<file path="src/rtl/mult_unit.sv">
// Multi-cycle 32x32 shift-add multiplier owning the HI/LO registers.
// One ripple add per cycle for 32 cycles, then one cycle for sign fix-up and writeback.

module ripple_add32 #(
  parameter int WIDTH = 32
) (
  input  logic [WIDTH-1:0] a,
  input  logic [WIDTH-1:0] b,
  output logic [WIDTH-1:0] sum,
  output logic             cout
);
  logic [WIDTH:0] c;

  assign c[0] = 1'b0;

  generate
    for (genvar gi = 0; gi < WIDTH; gi++) begin : g_fa
      assign sum[gi]  = a[gi] ^ b[gi] ^ c[gi];
      assign c[gi+1]  = (a[gi] & b[gi]) | (c[gi] & (a[gi] ^ b[gi]));
    end
  endgenerate

  assign cout = c[WIDTH];
endmodule

module mult_unit #(
  parameter int WIDTH = 32
) (
  input  logic             clk,
  input  logic             rst_n,
  input  logic             start,
  input  logic             is_signed,
  input  logic [WIDTH-1:0] op_a,
  input  logic [WIDTH-1:0] op_b,
  input  logic             hi_we,
  input  logic             lo_we,
  input  logic [WIDTH-1:0] wdata,
  output logic             busy,
  output logic             done,
  output logic [WIDTH-1:0] hi,
  output logic [WIDTH-1:0] lo
);
  localparam int CW = $clog2(WIDTH);
  localparam logic [CW-1:0] LAST_STEP = CW'(WIDTH - 1);

  typedef enum logic [1:0] {IDLE, RUN, FIX} state_t;

  state_t             state_reg;
  logic [2*WIDTH-1:0] p_reg;
  logic [WIDTH-1:0]   a_reg;
  logic [CW-1:0]      cnt_reg;
  logic               neg_reg;
  logic               busy_reg;
  logic               done_reg;
  logic [WIDTH-1:0]   hi_reg;
  logic [WIDTH-1:0]   lo_reg;

  logic [WIDTH-1:0]   sum;
  logic               carry;
  logic [WIDTH-1:0]   abs_a;
  logic [WIDTH-1:0]   abs_b;
  logic [2*WIDTH-1:0] result;

  ripple_add32 #(.WIDTH(WIDTH)) u_add (
    .a    (p_reg[2*WIDTH-1:WIDTH]),
    .b    (a_reg),
    .sum  (sum),
    .cout (carry)
  );

  // Magnitudes; the most negative value maps onto itself, read as unsigned 2^31.
  assign abs_a  = (is_signed && op_a[WIDTH-1]) ? (~op_a + 1'b1) : op_a;
  assign abs_b  = (is_signed && op_b[WIDTH-1]) ? (~op_b + 1'b1) : op_b;
  assign result = neg_reg ? (~p_reg + 1'b1) : p_reg;

  always_ff @(posedge clk) begin
    if (!rst_n) begin
      state_reg <= IDLE;
      p_reg     <= '0;
      a_reg     <= '0;
      cnt_reg   <= '0;
      neg_reg   <= 1'b0;
      busy_reg  <= 1'b0;
      done_reg  <= 1'b0;
      hi_reg    <= '0;
      lo_reg    <= '0;
    end else begin
      done_reg <= 1'b0;
      case (state_reg)
        IDLE: begin
          if (hi_we) hi_reg <= wdata;
          if (lo_we) lo_reg <= wdata;
          if (start) begin
            neg_reg   <= is_signed & (op_a[WIDTH-1] ^ op_b[WIDTH-1]);
            a_reg     <= abs_a;
            p_reg     <= {{WIDTH{1'b0}}, abs_b};
            cnt_reg   <= '0;
            busy_reg  <= 1'b1;
            state_reg <= RUN;
          end
        end
        RUN: begin
          // Carry-out becomes the new product MSB as the partial sum shifts right.
          if (p_reg[0])
            p_reg <= {carry, sum, p_reg[WIDTH-1:1]};
          else
            p_reg <= {1'b0, p_reg[2*WIDTH-1:1]};
          cnt_reg <= cnt_reg + 1'b1;
          if (cnt_reg == LAST_STEP) state_reg <= FIX;
        end
        FIX: begin
          hi_reg    <= result[2*WIDTH-1:WIDTH];
          lo_reg    <= result[WIDTH-1:0];
          done_reg  <= 1'b1;
          busy_reg  <= 1'b0;
          state_reg <= IDLE;
        end
        default: state_reg <= IDLE;
      endcase
    end
  end

  assign busy = busy_reg;
  assign done = done_reg;
  assign hi   = hi_reg;
  assign lo   = lo_reg;
endmodule

</file>
<file path="config.mk">
export PLATFORM = sky130hd
export DESIGN_NAME = mult_unit
export DESIGN_NICKNAME = d
export VERILOG_FILES = /design/src/rtl/mult_unit.sv
export SDC_FILE = /design/constraint.sdc
export NUM_CORES = 1
export LEC_CHECK = 0
export BUFFER_PORTS_ARGS = -buffer_cell sky130_fd_sc_hd__buf_2
export CAP_MARGIN = 20
export CELL_PAD_IN_SITES_DETAIL_PLACEMENT = 0
export CELL_PAD_IN_SITES_GLOBAL_PLACEMENT = 1
export CORE_MARGIN = 3
export CORE_UTILIZATION = 46
export DETAILED_ROUTE_END_ITERATION = 7
export PLACE_DENSITY_LB_ADDON = 0.1
export SETUP_SLACK_MARGIN = 0.15
export SLEW_MARGIN = 20
export SYNTH_ARGS = -nofsm -noshare
export SYNTH_HDL_FRONTEND = slang
export SYNTH_SLANG_ARGS = --single-unit
</file>
<file path="constraint.sdc">
create_clock -name clk -period 30.4 [get_ports clk]
set_input_delay 1.52 -clock clk [delete_from_list [all_inputs] [get_ports clk]]
set_output_delay 1.52 -clock clk [all_outputs]
set_load 0.05 [all_outputs]
</file>
==> impl_metrics.json, run 1 <==
{
  "drtIter0Drc": 1101,
  "path_class": "flop to flop",
  "cts_sinks": 170,
  "drc": 0,
  "rr_endpoint": "p_reg[63]",
  "min_period_ns": 13.31,
  "cts_root_buf": "clkbuf_16",
  "worst_r2r_path_depth": 37,
  "syn_inst": 1399,
  "cp_data_arrival_time_ns": 13.67,
  "clk_pin_slew_ns": 0.07,
  "antenna_found_initial": 0,
  "rsz0062_at_grt": "false",
  "boundaryPins": 168,
  "top_layer": "met4",
  "cts.repair.resized": 0,
  "place_congestion": 0.883,
  "wl_met1_mm": 17.7,
  "antenna_left": 0,
  "io_buffer_count": 167,
  "drv_cap": 0,
  "crit_fanout": 8,
  "design_area_um2": 12500,
  "fin_crit_sh_pct": 43.8,
  "cts_tree": "yes",
  "synth_area_um2": 10900,
  "crit_path_top_delay_cell": "dfxtp_1",
  "grt_max_degree": 80,
  "ys_ff_latch": 170,
  "grt_pass1_vias": 9740,
  "post_drt_via_cell_ratio": 5.94,
  "min_from": "a_reg[31]",
  "hold_viol": 0,
  "holdPathStages": 2,
  "drt_wl_total_mm": 36.7,
  "grt_pass1_wl_mm": 57.8,
  "async_flop_share_pct": 0,
  "tns_ns": 0,
  "slowest_delay_ns": 0.51,
  "dp_hpwl_mm": 27.1,
  "synth_seq_area_share_pct": 31.1,
  "die_w_um": 160,
  "ff2ff_setup_slack_ns": 17.09,
  "rows": 55,
  "grt-ovfl-total": 0,
  "p_leak_nw": 4.55,
  "wl_met2_mm": 15.3,
  "die_area_um2": 25700,
  "largest_reg_flops": 64,
  "yosysWarnings": 0,
  "yosysTopAreaCellShare_pct": 31.1,
  "h-tree-depth": 4,
  "setup_viol": 0,
  "fin_skew_ns": 0.0129,
  "startpoint_type": "flop",
  "syn2layout_area_growth_pct": 14.1,
  "cts_buffers": 17,
  "cpMostUsedCell": "fa_1",
  "nets": 1629,
  "tightest_slew_ns": 1.09,
  "syn_nets": 1538,
  "yosys-top-cells-count": "170 x dfxtp_1, 136 x nand2_1, 112 x o21ai_0",
  "worstSetupEndpointType": "flop",
  "drv_slew": 0,
  "synth_edf_count": 0,
  "yosysMostFrequentCell": "dfxtp_1",
  "n_antenna_cell": 0,
  "first_pass_iters": 5,
  "clockBufferDepth": 2,
  "status": "complete, no violations",
  "wl_per_cell_um": 20.2,
  "hold_path_class": "flop to flop",
  "start_util_pct": 47.6,
  "power.total_mw": 0.626,
  "die_y_um": 160,
  "r2r-start": "p_reg[32]",
  "max_freq_mhz": 75.1,
  "max_slew_margin_pct": 27.0,
  "holdPathEnd": "a_reg[31]",
  "vdd_ir_drop_max_uv": 23.2,
  "cts-hold-fix-buffers": 0,
  "synth_area_leaders": "dfxtp_1 31%, fa_1 5.7%, o21ai_0 5.1%",
  "synth_cell_types": 74,
  "synth_area_per_cell_um2": 7.82,
  "postCtsSetupBuffers": 0,
  "cp_data_required_time_ns": 30.76,
  "synth.largest_area_cell": "dfxtp_1",
  "drive_above_1_share_pct": 16.6,
  "placed_cell_area_um2": 11900,
  "insertion_delay_ns": 0.43,
  "met3_length_mm": 3.09,
  "core-area_um2": 23000,
  "synth_ff_type": "dfxtp_1",
  "grt_use_total_pct": 28.1,
  "power.density_nw_per_um2": 50.1,
  "vias": 10800
}
routing by layer:
layer | GRT usage, % | vias up
li1 | - | 5191
met1 | 43.9 | 5066
met2 | 40.2 | 487
met3 | 4.36 | 35
met4 | 6.79 | 0
met5 | 0 | -
worst max-delay path by stage:
| stage | from | end | slack (ns) | cells after the start |
|---|---|---|---|---|
| final | p_reg[32] | p_reg[63] | 17.09 | 37 |
| after detailed placement | p_reg[32] | p_reg[63] | 17.18 | 37 |
| after floorplan | p_reg[33] | p_reg[63] | 17.61 | 37 |
| after global routing | p_reg[32] | p_reg[63] | 16.64 | 37 |
| after global placement | p_reg[32] | p_reg[63] | 17.28 | 37 |
| after CTS | p_reg[32] | p_reg[63] | 17.08 | 37 |
cell families after synthesis:
| kind of cell | share of synthesized area (%) |
|---|---|
| AND/OR/NAND/NOR | 20.9 |
| flip-flops | 31.1 |
| adder cells (fa/ha/maj) | 6.36 |
| AO/OA/AOI/OAI | 26.3 |
| XOR/XNOR | 7.20 |
| multiplexers | 1.38 |
| buffers and inverters | 6.70 |
report_power, final:
group | switching [mW] | total [mW] | internal (mW)
sequential | 0.0151 | 0.253 | 0.238
clock | 0.0950 | 0.225 | 0.130
combinational | 0.102 | 0.147 | 0.0453
placed cells by master (no fill, tap or decap), types with 4 or more instances in the layout:
master	count
a211oi_1	17
a21boi_0	36
a21oi_1	81
a221oi_1	10
a22o_1	7
a22oi_1	11
a311oi_1	4
a31oi_1	13
and2_1	12
and3_1	11
buf_2	166
buf_4	16
clkbuf_16	17
clkbuf_8	4
dfxtp_1	168
fa_1	31
ha_1	6
inv_1	77
mux2i_1	14
nand2_1	136
nand2b_1	6
nand3_1	72
nand3b_1	4
nand4_1	7
nor2_1	100
nor2b_1	11
nor3_1	26
nor4_1	11
o211ai_1	56
o21ai_0	112
o22ai_1	9
o31ai_1	26
o41ai_1	15
or2_2	8
or3_1	31
or4_1	10
xnor2_1	57
xor2_1	33
stage by stage:
stage	utilization (%)	setup WS (ns)	hold slack [ns]	instances
2_1_floorplan	-	17.61	0.431	1399
3_3_place_gp	51.7	17.28	0.444	1784
3_5_place_dp	51.7	17.18	0.445	1784
4_1_cts	54.3	17.08	0.453	1816
5_1_grt	54.3	16.64	0.478	1816
6_report	54.3	17.09	0.448	1816
critical path: cells and delay by family, from the launching register on:
family	cells	cell delay, ns
buffers and inverters	3	0.17
DFF	1	0.51
AOI/OAI and AO/OA	1	0.14
and+or+nand+nor	1	0.34
adders and majority gates	32	12.09
final cells by class:
class | instances | area [um2]
fillers | 2336 | 10500
multi-input cells | 1042 | 6850
flip-flops and latches | 170 | 3410
repair buffers | 182 | 951
clock buffers | 23 | 488
well taps | 313 | 392
inverters | 77 | 289
clock inverters | 9 | 111
(Power assumes the default switching activity.)
==> run 2: changes to the inputs <==
CORE_UTILIZATION = 39   (was 46)
clock period = 10.83 ns   (was 30.4 ns; I/O delays follow)
==> run 2 against run 1 <==
  * Clock-buffer cell count decreased by 5
  * Final area increased by 1.9%
  * Total power increased to 2.8 times the previous value
  * Sequential cell count unchanged
  * Largest cell class unchanged
  * Clock power increased to 2.9 times the previous value
  * The flow now finishes with violations (setup timing)
  * Utilization decreased by 7.6 points
  * Sequential share of layout area decreased by 0.47 points
  * Clock skew about the same
  * Global-route usage decreased by 3.3 points
  * Combinational power increased to 2.9 times the previous value
==> impl_metrics.json, run 2 (synthesis gave the netlist of run 1 again) <==
{
  "clk_pin_slew_ns": 0.07,
  "crit_fanout": 2,
  "path_class": "flop to flop",
  "cts_tree": "yes",
  "cts_root_buf": "clkbuf_16",
  "vdd_ir_drop_max_uv": 103,
  "fin_skew_ns": 0.0132,
  "tns_ns": -2.44,
  "tightest_slew_ns": 1.09,
  "grt_max_degree": 86,
  "die_area_um2": 30100,
  "grtUsageMet1_pct": 37.6,
  "place_congestion": 0.834,
  "placedCellCount": 1852,
  "p_leak_nw": 4.62,
  "min_period_ns": 11.63,
  "fin_util_pct": 46.7,
  "setup_viol": 4,
  "layout_common_cells": "166 x dfxtp_1, 166 x buf_2, 136 x nand2_1",
  "rsz0062_at_grt": "true",
  "largest_reg_flops": 64,
  "wl_per_cell_um": 20.1,
  "boundaryPins": 168,
  "slowest_delay_ns": 0.37,
  "design_area_um2": 12700,
  "power.density_nw_per_um2": 139,
  "holdPathStages": 3,
  "first_pass_iters": 5,
  "max_freq_mhz": 86.0,
  "hold_path_class": "primary input to flop",
  "dp_slack_ns": -0.857,
  "antenna_found_initial": 0,
  "cts-hold-fix-buffers": 0,
  "cp_data_arrival_time_ns": 12.00,
  "drt_wl_total_mm": 37.9,
  "grt.met3_usage_pct": 4.31,
  "syn2layout_area_growth_pct": 16.3,
  "cpMostUsedCell": "fa_2",
  "drive_above_1_share_pct": 19.4,
  "status": "finished, violations left",
  "grt_pass1_wl_mm": 59.1,
  "n_antenna_cell": 0,
  "top_usage_layer": "met1",
  "power.total_mw": 1.77,
  "cts_buffers": 17,
  "dp_hpwl_mm": 27.9,
  "hold_viol": 0,
  "cp_data_required_time_ns": 11.19,
  "grt-ovfl-total": 0,
  "insertion_delay_ns": 0.43,
  "h-tree-depth": 4,
  "postCtsSetupBuffers": 0,
  "grt_use_total_pct": 24.8,
  "vias": 10700,
  "io_buffer_count": 167,
  "grt_pass1_vias": 9975,
  "use_met2_pct": 35.5,
  "setup_ws_ns": -0.804,
  "placed_cell_area_um2": 12100,
  "fin_crit_sh_pct": 107,
  "max_slew_margin_pct": 26.5,
  "crit_path_top_delay_cell": "fa_2",
  "drtIter0Drc": 956,
  "die_y_um": 174,
  "drv_slew": 0,
  "fin_cells": 1884,
  "fin_hold_ws_ns": 0.415,
  "core-area_um2": 27300,
  "post_drt_via_cell_ratio": 5.66,
  "die_w_um": 174,
  "worstSetupEndpointType": "flop",
  "drv_cap": 0,
  "worst_r2r_path_depth": 37,
  "drc": 0,
  "antenna_left": 0,
  "start_util_pct": 40.2,
  "startpoint_type": "flop",
  "nets": 1639,
  "clockBufferDepth": 2,
  "cts_sinks": 170,
  "violations": "setup timing",
  "rows": 60
}
[run 2: cell types whose count changed in the layout (fill, tap and decap cells not counted), sizes merged]
| cell | delta |
|---|---|
| buf | +10 |
| inv | +4 |
| clkinvlp | +1 |
| clkbuf | -5 |
| clkinv | -1 |
[run 2: power by group]
part	internal, mW	leakage (nW)	switching, mW
clock network	0.359	0.287	0.283
registers	0.668	1.40	0.0422
logic	0.130	2.94	0.291
total	1.16	4.62	0.616
[run 2: metal layers]
| layer | vias up | wire length, um |
|---|---|---|
| met1 | 5049 | 18800 |
| met5 | - | 0 |
| li1 | 5213 | - |
| met2 | 368 | 15700 |
| met3 | 42 | 2450 |
| met4 | 0 | 918 |
[run 2: layout make-up]
class	instances	area, um2
clock buffer	18	450
fill	2790	14500
tap	372	465
inverter	77	289
clock inverter	13	155
multi-input combinational	1042	6930
timing repair buffer	192	1030
sequential	170	3410
[run 2: critical path, delay by kind of cell, from the launching register on]
family,cells,cell delay [ns]
flops,1,0.36
fa+ha+maj,32,10.56
buf+inv,3,0.14
simple gates,1,0.34
compound gates,1,0.11
[run 2: final timing paths]
| check | startpoint | end | slack (ns) |
|---|---|---|---|
| max | p_reg[32] | p_reg[63] | -0.80 |
| min | wdata[2] | hi[2] | 0.42 |
| min reg2reg | a_reg[31] | a_reg[31] | 0.45 |
| max reg2reg | p_reg[32] | p_reg[63] | -0.80 |
[run 2: what timing repair did]
| action | 4_1_cts | 5_1_grt |
|---|---|---|
| pin swaps | 3 | 1 |
| setup endpoints to repair | 5 | 5 |
| resized for setup | 4 | 0 |
==> run 3: changes to the inputs <==
CORE_MARGIN = default   (was 3)
==> run 3 against run 2 <==
  * The flow still finishes with violations (setup timing)
  * Combinational power about the same
  * Sequential power about the same
  * Non-clock buffer count decreased by 2
  * Die area decreased by 4.6%
  * Largest power group unchanged
==> impl_metrics.json, run 3 (synthesis gave the netlist of run 1 again) <==
{
  "tightest_slew_ns": 1.13,
  "hold_path_class": "primary input to flop",
  "dp_slack_ns": -0.955,
  "place_congestion": 0.903,
  "violations": "setup timing",
  "vias": 10700,
  "layout_common_cells": "166 x dfxtp_1, 166 x buf_2, 136 x nand2_1",
  "vdd_ir_drop_max_uv": 96.2,
  "crit_path_top_delay_cell": "fa_2",
  "cts_buffers": 17,
  "rsz0062_at_grt": "true",
  "die_y_um": 170,
  "n_fill_cell": 2850,
  "cts-hold-fix-buffers": 0,
  "min_period_ns": 11.72,
  "worstSetupEndpointType": "flop",
  "grt-ovfl-total": 0,
  "cts_sinks": 170,
  "syn2layout_area_growth_pct": 16.1,
  "boundaryPins": 168,
  "ff2ff_setup_slack_ns": -0.89,
  "nets": 1637,
  "cp_data_required_time_ns": 11.19,
  "fin_crit_sh_pct": 108,
  "crit_fanout": 2,
  "die_area_um2": 28700,
  "rows": 60,
  "setup_viol": 4,
  "startpoint_type": "flop",
  "grt_use_total_pct": 26.8,
  "rr_endpoint": "p_reg[63]",
  "dp_hpwl_mm": 27.9,
  "die_w_um": 170,
  "status": "finished, violations left",
  "grt_pass1_wl_mm": 58.8,
  "grt_max_degree": 108,
  "fin_skew_ns": 0.0149,
  "core-area_um2": 27300,
  "slowest_delay_ns": 0.37,
  "cp_data_arrival_time_ns": 12.08,
  "hold_viol": 0,
  "n_antenna_cell": 0,
  "antenna_left": 0,
  "wl_per_cell_um": 20.3,
  "drc": 0,
  "r2r-start": "p_reg[32]",
  "drtIter0Drc": 1043,
  "worst_r2r_path_depth": 37,
  "h-tree-depth": 4,
  "p_leak_nw": 4.60,
  "power.density_nw_per_um2": 138,
  "cts_root_buf": "clkbuf_16",
  "cpMostUsedCell": "fa_2",
  "clk_pin_slew_ns": 0.08,
  "max_freq_mhz": 85.3,
  "post_drt_via_cell_ratio": 5.68,
  "fin_hold_ws_ns": 0.413,
  "clockBufferDepth": 2,
  "min_from": "wdata[2]",
  "start_util_pct": 40.2,
  "drv_slew": 0,
  "holdPathEnd": "hi[2]",
  "insertion_delay_ns": 0.44,
  "cp-startpoint": "p_reg[32]",
  "grt_pass1_vias": 9831,
  "antenna_found_initial": 0,
  "first_pass_iters": 6,
  "path_class": "flop to flop",
  "io_buffer_count": 167,
  "drive_above_1_share_pct": 19.5,
  "setup_ws_ns": -0.890,
  "drv_cap": 0,
  "drt_wl_total_mm": 38.1,
  "max_slew_margin_pct": 24.9,
  "holdPathStages": 3,
  "largest_reg_flops": 64,
  "cts_tree": "yes"
}
==> run 3: cell count changes in the layout (fill, tap and decap cells not counted), sizes merged <==
cell	change
clkinvlp	+1
clkbuf	-1
inv	-1
clkinv	+3
bufinv	-1
buf	-2
==> run 3: report_power, final <==
group          internal [mW]  switching, mW  total [mW]
Clock                  0.326          0.300       0.626
Sequential             0.667         0.0424       0.710
Combinational          0.129          0.291       0.420
==> run 3: how the worst max path moves through the flow <==
| stage | to |
|---|---|
| 5_1_grt | p_reg[63] |
| 6_report | p_reg[63] |
| 3_3_place_gp | p_reg[63] |
| 3_5_place_dp | p_reg[63] |
| 4_1_cts | p_reg[63] |
| 2_1_floorplan | p_reg[63] |
==> run 3: worst max-delay path, delay by kind of cell (launching register included) <==
kind,cells,cell delay [ns]
buf+inv,3,0.14
flops,1,0.36
fa+ha+maj,32,10.65
simple gates,1,0.34
compound gates,1,0.13
==> run 3: area by class of cell <==
type                       instances  area, um2  share of cell area, %
multi-input combinational       1042       6940                   54.6
sequential                       170       3410                   26.8
timing repair buffer             190       1010                   7.96
tap                              372        465                   3.66
clock buffer                      17        425                   3.35
inverter                          77        289                   2.27
clock inverter                    15        164                   1.29
==> run 3: per-stage QoR <==
stage	power (mW)	utilization [%]	area, um2	instances	setup TNS [ns]
after global routing	1.83	46.6	12700	1883	-3.98
final	1.76	46.6	12700	1883	-2.70
after global placement	1.14	44.4	12100	1851	-2.37
after detailed placement	1.14	44.4	12100	1851	-2.88
after floorplan	1.00	-	11000	1399	-1.69
after CTS	1.76	46.6	12700	1883	-2.80
==> run 3: routing by layer <==
metal / wire length (um) / track usage, % / part of all wire [%]
met2: 16200 / 40.0 / 42
met3: 2170 / 3.87 / 5.7
met4: 536 / 5.95 / 1.4
met1: 19300 / 40.3 / 50
met5: 0 / 0 / 0
==> run 3: repair_timing <==
| item | in CTS | in global routing |
|---|---|---|
| setup endpoints to repair | 5 | 6 |
| buffers inserted | 0 | 0 |
| pin swaps | 4 | 0 |
| gates resized for setup | 4 | 1 |
| endpoints found under the hold margin | 0 | 0 |
